**src/rtl/somador_sequencial_pkg.sv**
```systemverilog
// Shared types and defaults for the chunked sequential adder.
// Imported by the interface, the chunk adder and the top.
package somador_sequencial_pkg;

  localparam int SIZE_DEF  = 32;
  localparam int CHUNK_DEF = 8;

  typedef enum logic [1:0] {
    S_IDLE = 2'd0,
    S_CALC = 2'd1,
    S_DONE = 2'd2
  } state_t;

endpackage

```
**src/rtl/somador_sequencial_if.sv**
```systemverilog
// Valid/ready operand and result bundle for somador_sequencial.
// master drives operands and out_ready; slave is the adder.
interface somador_sequencial_if
  import somador_sequencial_pkg::*;
#(
  parameter int SIZE = SIZE_DEF
);

  logic            in_valid;
  logic            in_ready;
  logic [SIZE-1:0] X;
  logic [SIZE-1:0] Y;
  logic            Cin;
  logic            SUB;
  logic            out_valid;
  logic            out_ready;
  logic [SIZE-1:0] S;
  logic            Cout;
  logic            Overflow;
  logic            Zero;

  modport master (
    output in_valid, X, Y, Cin, SUB,
    output out_ready,
    input  in_ready, out_valid,
    input  S, Cout, Overflow, Zero
  );

  modport slave (
    input  in_valid, X, Y, Cin, SUB,
    input  out_ready,
    output in_ready, out_valid,
    output S, Cout, Overflow, Zero
  );

endinterface

```
**src/rtl/somador_chunk.sv**
```systemverilog
// Combinational CHUNK-bit ripple adder of 1-bit full adders.
// Cmsb is the carry into the top bit, used for signed overflow.
module somador_chunk
  import somador_sequencial_pkg::*;
#(
  parameter int CHUNK = CHUNK_DEF
) (
  input  logic [CHUNK-1:0] X,
  input  logic [CHUNK-1:0] Y,
  input  logic             Cin,
  output logic [CHUNK-1:0] S,
  output logic             Cout,
  output logic             Cmsb
);

  logic [CHUNK:0] c;

  assign c[0] = Cin;

  for (genvar i = 0; i < CHUNK; i++) begin : g_fa
    assign S[i]   = X[i] ^ Y[i] ^ c[i];
    assign c[i+1] = (X[i] & Y[i])
                  | (c[i] & (X[i] ^ Y[i]));
  end

  assign Cout = c[CHUNK];
  assign Cmsb = c[CHUNK-1];

endmodule

```
**src/rtl/somador_sequencial.sv**
```systemverilog
// Multi-cycle add/sub: SIZE-bit operands, CHUNK bits per clock,
// LSB chunk first, through one shared ripple adder.
module somador_sequencial
  import somador_sequencial_pkg::*;
#(
  parameter int SIZE  = SIZE_DEF,
  parameter int CHUNK = CHUNK_DEF
) (
  input logic                 clk,
  input logic                 rst_n,
  somador_sequencial_if.slave bus
);

  localparam int NCHUNKS = SIZE / CHUNK;
  localparam int CW      = $clog2(NCHUNKS) + 1;

  if (SIZE % CHUNK != 0) begin : g_bad_size
    $error("SIZE must be a multiple of CHUNK");
  end

  state_t          state;
  state_t          state_n;
  logic [CW-1:0]   cnt;
  logic [SIZE-1:0] a;
  logic [SIZE-1:0] b;
  logic [SIZE-1:0] s;
  logic [SIZE-1:0] a_sh;
  logic [SIZE-1:0] b_sh;
  logic [SIZE-1:0] s_sh;
  logic            carry;
  logic [CHUNK-1:0] sum;
  logic            c;
  logic            cmsb;
  logic            cout_q;
  logic            ovf_q;
  logic            zero_q;
  logic            accept;
  logic            last;

  assign accept = bus.in_valid && (state == S_IDLE);
  assign last   = (cnt == CW'(NCHUNKS - 1));

  somador_chunk #(.CHUNK(CHUNK)) u_chunk (
    .X    (a[CHUNK-1:0]),
    .Y    (b[CHUNK-1:0]),
    .Cin  (carry),
    .S    (sum),
    .Cout (c),
    .Cmsb (cmsb)
  );

  // Operands shift down so the active chunk is always at bit 0.
  if (NCHUNKS == 1) begin : g_one
    assign a_sh = '0;
    assign b_sh = '0;
    assign s_sh = sum;
  end else begin : g_many
    assign a_sh = {{CHUNK{1'b0}}, a[SIZE-1:CHUNK]};
    assign b_sh = {{CHUNK{1'b0}}, b[SIZE-1:CHUNK]};
    assign s_sh = {sum, s[SIZE-1:CHUNK]};
  end

  always_ff @(posedge clk) begin
    if (!rst_n) state <= S_IDLE;
    else        state <= state_n;
  end

  always_comb begin
    state_n = state;
    unique case (state)
      S_IDLE:  if (accept)        state_n = S_CALC;
      S_CALC:  if (last)          state_n = S_DONE;
      S_DONE:  if (bus.out_ready) state_n = S_IDLE;
      default:                    state_n = S_IDLE;
    endcase
  end

  always_ff @(posedge clk) begin
    if (!rst_n) begin
      cnt    <= '0;
      a      <= '0;
      b      <= '0;
      s      <= '0;
      carry  <= 1'b0;
      cout_q <= 1'b0;
      ovf_q  <= 1'b0;
      zero_q <= 1'b0;
    end else if (accept) begin
      a     <= bus.X;
      b     <= bus.SUB ? ~bus.Y : bus.Y;
      carry <= bus.SUB ? ~bus.Cin : bus.Cin;
      cnt   <= '0;
    end else if (state == S_CALC) begin
      a     <= a_sh;
      b     <= b_sh;
      s     <= s_sh;
      carry <= c;
      cnt   <= cnt + CW'(1);
      if (last) begin
        cout_q <= c;
        ovf_q  <= c ^ cmsb;
        zero_q <= (s_sh == '0);
      end
    end
  end

  assign bus.in_ready  = (state == S_IDLE);
  assign bus.out_valid = (state == S_DONE);
  assign bus.S         = s;
  assign bus.Cout      = cout_q;
  assign bus.Overflow  = ovf_q;
  assign bus.Zero      = zero_q;

endmodule

```
**src/flat_wrapper.sv**
```systemverilog
// flat-port wrapper written by rule: the top's interface ports become plain ports
module somador_sequencial_flat import somador_sequencial_pkg::*;
#(
  parameter int SIZE  = SIZE_DEF,
  parameter int CHUNK = CHUNK_DEF
)
  (clk, rst_n, bus_in_valid, bus_X, bus_Y, bus_Cin, bus_SUB, bus_out_ready, bus_in_ready, bus_out_valid, bus_S, bus_Cout, bus_Overflow, bus_Zero);
  somador_sequencial_if #(.SIZE(SIZE)) bus_i ();
  input logic clk;
  input logic rst_n;
  input wire logic [$bits(bus_i.in_valid)-1:0] bus_in_valid;
  input wire logic [$bits(bus_i.X)-1:0] bus_X;
  input wire logic [$bits(bus_i.Y)-1:0] bus_Y;
  input wire logic [$bits(bus_i.Cin)-1:0] bus_Cin;
  input wire logic [$bits(bus_i.SUB)-1:0] bus_SUB;
  input wire logic [$bits(bus_i.out_ready)-1:0] bus_out_ready;
  output wire logic [$bits(bus_i.in_ready)-1:0] bus_in_ready;
  output wire logic [$bits(bus_i.out_valid)-1:0] bus_out_valid;
  output wire logic [$bits(bus_i.S)-1:0] bus_S;
  output wire logic [$bits(bus_i.Cout)-1:0] bus_Cout;
  output wire logic [$bits(bus_i.Overflow)-1:0] bus_Overflow;
  output wire logic [$bits(bus_i.Zero)-1:0] bus_Zero;
  assign bus_i.in_valid = bus_in_valid;
  assign bus_i.X = bus_X;
  assign bus_i.Y = bus_Y;
  assign bus_i.Cin = bus_Cin;
  assign bus_i.SUB = bus_SUB;
  assign bus_i.out_ready = bus_out_ready;
  assign bus_in_ready = bus_i.in_ready;
  assign bus_out_valid = bus_i.out_valid;
  assign bus_S = bus_i.S;
  assign bus_Cout = bus_i.Cout;
  assign bus_Overflow = bus_i.Overflow;
  assign bus_Zero = bus_i.Zero;
  somador_sequencial #(.SIZE(SIZE), .CHUNK(CHUNK)) u_core (.clk(clk), .rst_n(rst_n), .bus(bus_i));
endmodule
```
**config.mk**
```make
export PLATFORM = sky130hd
export DESIGN_NAME = somador_sequencial_flat
export DESIGN_NICKNAME = d
export VERILOG_FILES = /design/src/rtl/somador_sequencial_pkg.sv /design/src/rtl/somador_sequencial_if.sv /design/src/rtl/somador_chunk.sv /design/src/rtl/somador_sequencial.sv /design/src/flat_wrapper.sv
export SDC_FILE = /design/constraint.sdc
export NUM_CORES = 1
export LEC_CHECK = 0
export ABC_CLOCK_PERIOD_IN_PS = 5400
export CAP_MARGIN = 20
export CORE_AREA = 3 3 100 102
export CTS_CLUSTER_SIZE = 28
export DETAILED_ROUTE_END_ITERATION = 10
export DIE_AREA = 0 0 103 105
export PLACE_DENSITY = 0.77
export REMOVE_ABC_BUFFERS = 1
export SYNTH_ARGS = -nofsm -noshare
export SYNTH_HDL_FRONTEND = slang
export SYNTH_SLANG_ARGS = --single-unit
```
**constraint.sdc**
```tcl
create_clock -name clk -period 5.4 [get_ports clk]
set_input_delay 1.08 -clock clk [delete_from_list [all_inputs] [get_ports clk]]
set_output_delay 1.08 -clock clk [all_outputs]
set_load 0.03 [all_outputs]
```
==> results.json <==
{
  "hold_viol": 0,
  "skew_ns": 0.0108,
  "fp.dieW_um": 103,
  "synthMuxAreaShare_pct": 0,
  "avgViaCountPerCell": 5.39,
  "start_kind": "register",
  "port_buffers": 106,
  "arrival_ns": 4.63,
  "p_sw_share_pct": 28.2,
  "grt_pass1_wl_mm": 17.3,
  "dr.pass1.iters": 5,
  "yosysWarningCount": 0,
  "cp.depth": 15,
  "power_frac_seq_pct": 52.4,
  "total_power_w": 0.00162,
  "grt_max_degree": 71,
  "r2r-end": "u_core.bus.Zero",
  "final_layout_size_suffix_gt1_share_pct": 4.40,
  "critPathCapture": "u_core.bus.Zero",
  "drt_iter0_drc": 187,
  "rr_startpoint": "u_core.carry",
  "clkLatencyLatePin_ns": 0.36,
  "cts_sinks": 105,
  "worst_hold_slack_ns": 0.460,
  "syn2layout_area_growth_pct": 28.7,
  "crit_path_max_fanout": 2,
  "slowest_stage": "fa_1",
  "multi_input_area_mm2": 0.00215,
  "initial_core_util_pct": 48.4,
  "synth_top_family_by_area": "compound AO/OA/AOI/OAI gates",
  "die_h_um": 105,
  "r2r_cells": 15,
  "clock.fmax_mhz": 230,
  "synthAdderAreaFrac_pct": 4.16,
  "ant_nets": 0,
  "groute.usage.overall_pct": 19.8,
  "num_rows": 35,
  "cts_resized": 0,
  "tritoncts": "done",
  "syn_inst": 530,
  "vdd_drop_max_mv": 0.161,
  "combPwrFrac_pct": 17.2,
  "syn_area_mm2": 0.00445,
  "critPathTopFamily": "adder cells",
  "vias": 3909,
  "grt_pass1_vias": 3690,
  "pwr_density_cell_mw_per_mm2": 283,
  "seqCellArea_mm2": 0.00210,
  "numCtsBuffers": 9,
  "wl_per_cell_um": 14.5,
  "period_share_pct": 80.6,
  "rsz0062_at_grt": "false",
  "p_sw_w": 0.000457,
  "crit_chain": "fa_1 > fa_1 > fa_1 > fa_1 > inv_1 > fa_1 > inv_1 > fa_1 > fa_1 > inv_1 > fa_1 > nand2_1 > nor4_2 > nand4_1 > o31ai_1",
  "dieArea_mm2": 0.0108,
  "power_leakage_nw": 2.03,
  "cap_viol_max_count": 0,
  "path_common_cell": "fa_1",
  "hp-class": "reg -> reg",
  "clk_path_buf_depth": 2,
  "synth_compound_area_share_pct": 20.2,
  "slew_viol_final": 0,
  "fill_cells": 792,
  "mostFrequentLayoutCell": "nand2_1",
  "crit_start": "u_core.carry",
  "final_cell_mix": "131 x nand2_1, 105 x clkdlybuf4s50_1, 105 x dfxtp_1",
  "gp_congestion": 0.854,
  "period_minus_slack_ns": 4.35,
  "final.setup.tns_ns": 0,
  "cts_setup_buffers": 0,
  "ys_seq_elements": 105,
  "critPathKind": "reg -> reg",
  "synth-simple-area-share_pct": 16.6,
  "finalNetCount": 688,
  "io_pins": 107,
  "synth_xor_area_share_pct": 6.89,
  "drc": 0,
  "synth_cell_types": 29,
  "clkPwrFrac_pct": 30.4,
  "antenna_found_initial": 0,
  "finalSetupViolations": 0,
  "regToRegSetupSlack_ns": 1.05,
  "synth-seq-area-share_pct": 47.2,
  "path_buf_inv": 3,
  "tightest_slew_ns": 1.03,
  "htreeDepth": 3,
  "drt_wl_total_mm": 10.5,
  "crit_required_ns": 5.67,
  "clk_pin_slew_ns": 0.10,
  "clockRootBuffer": "clkbuf_8",
  "p_int_w": 0.00116,
  "hpwlAfterDp_mm": 6.94,
  "end_kind": "register",
  "cts_hold_buf": 0,
  "syn_area_per_cell_um2": 8.39,
  "grt_overflow": 0,
  "status": "completed",
  "critPathMaxStageDelay_ns": 0.47,
  "max_slew_margin_pct": 31.2,
  "core_area_mm2": 0.00920
}
[cells by family (layout without fill, tap and decap cells)]
family | Yosys count | count (layout)
simple gates | 176 | 176
compound gates | 152 | 152
flops | 105 | 105
buf+inv | 52 | 135
xor+xnor | 35 | 35
fa+ha+maj | 10 | 10
other cells | 0 | 1
[stage by stage]
step	cell area (um2)	cells	util, %	setup WS [ns]
after CTS	5710	723	62.0	1.01
final	5730	725	62.3	1.05
after global placement	5510	707	59.9	1.18
after floorplan	4270	487	-	0.118
after detailed placement	5510	707	59.9	1.05
after global routing	5730	724	62.3	0.841
[tightest hold or removal path, stage by stage (launching register included)]
cell	delay, ns
dfxtp_1	0.32
nand2_1	0.05
a21oi_1	0.05
[state kept, by name, summed over array words and instances (netlist names)]
signal               flops
u_core.bus.Cout          1
u_core.b                32
u_core.a                32
u_core.bus.Zero          1
u_core.bus.S            32
u_core.cnt               3
u_core.carry             1
u_core.bus.Overflow      1
u_core.state             2
[Yosys cell counts]
| library cell | number | area (um2) |
|---|---|---|
| ha_1 | 2 | 25.0 |
| a311oi_1 | 1 | 8.76 |
| fa_1 | 8 | 160 |
| nor2b_1 | 2 | 12.5 |
| or4_1 | 1 | 7.51 |
| xor2_1 | 33 | 289 |
| buf_4 | 2 | 15.0 |
| buf_2 | 12 | 60.1 |
| nor2_1 | 10 | 37.5 |
| clkbuf_1 | 19 | 71.3 |
| nand3_1 | 19 | 95.1 |
| nand2b_1 | 2 | 12.5 |
| nand4_1 | 1 | 6.26 |
| nor4_1 | 4 | 25.0 |
| dfxtp_1 | 105 | 2100 |
| a21oi_1 | 98 | 490 |
| nor4_2 | 1 | 12.5 |
| buf_1 | 10 | 37.5 |
| inv_1 | 9 | 33.8 |
| xnor2_1 | 2 | 17.5 |
| nor3_1 | 2 | 10.0 |
| nor3b_2 | 1 | 12.5 |
| a221oi_1 | 1 | 8.76 |
| nor2_2 | 1 | 6.26 |
| a211oi_1 | 3 | 22.5 |
| nand2_1 | 131 | 492 |
| o31ai_1 | 1 | 7.51 |
| a22oi_1 | 48 | 360 |
| or4b_1 | 1 | 10.0 |
[metal layers]
layer	vias up	wire length [um]	GRT usage [%]
met3	13	673	3.67
li1	1957	-	-
met4	0	178	6.57
met2	121	5100	31.3
met1	1818	4570	27.0
met5	-	0	0
[worst min-delay path by stage]
stage,startpoint,end,slack (ns),depth (start not counted)
5_1_grt,u_core.bus.S[3],u_core.bus.S[3],0.47,2
6_report,u_core.b[21],u_core.b[21],0.46,2
4_1_cts,u_core.b[16],u_core.b[16],0.46,2
2_1_floorplan,u_core.a[4],u_core.a[4],0.44,2
3_3_place_gp,u_core.bus.S[3],u_core.bus.S[3],0.44,2
3_5_place_dp,u_core.b[16],u_core.b[16],0.45,2
[power by group through the flow]
stage | sequential, W | combinational, W | clock, W
after floorplan | 0.000871 | 0.000147 | 0
after global placement | 0.000864 | 0.000269 | 0
after detailed placement | 0.000866 | 0.000276 | 0
after CTS | 0.000848 | 0.000276 | 0.000501
after global routing | 0.000854 | 0.000309 | 0.000534
final | 0.000848 | 0.000278 | 0.000492
[cell type report]
type	instances	area share, %
Antenna cell	1	0.0437
Clock buffer	9	2.16
Clock inverter	7	1.33
Inverter	9	0.612
Multi-Input combinational cell	373	37.5
Sequential cell	105	36.7
Tap cell	111	2.42
Timing Repair Buffer	110	19.2
(Power assumes the default switching activity.)
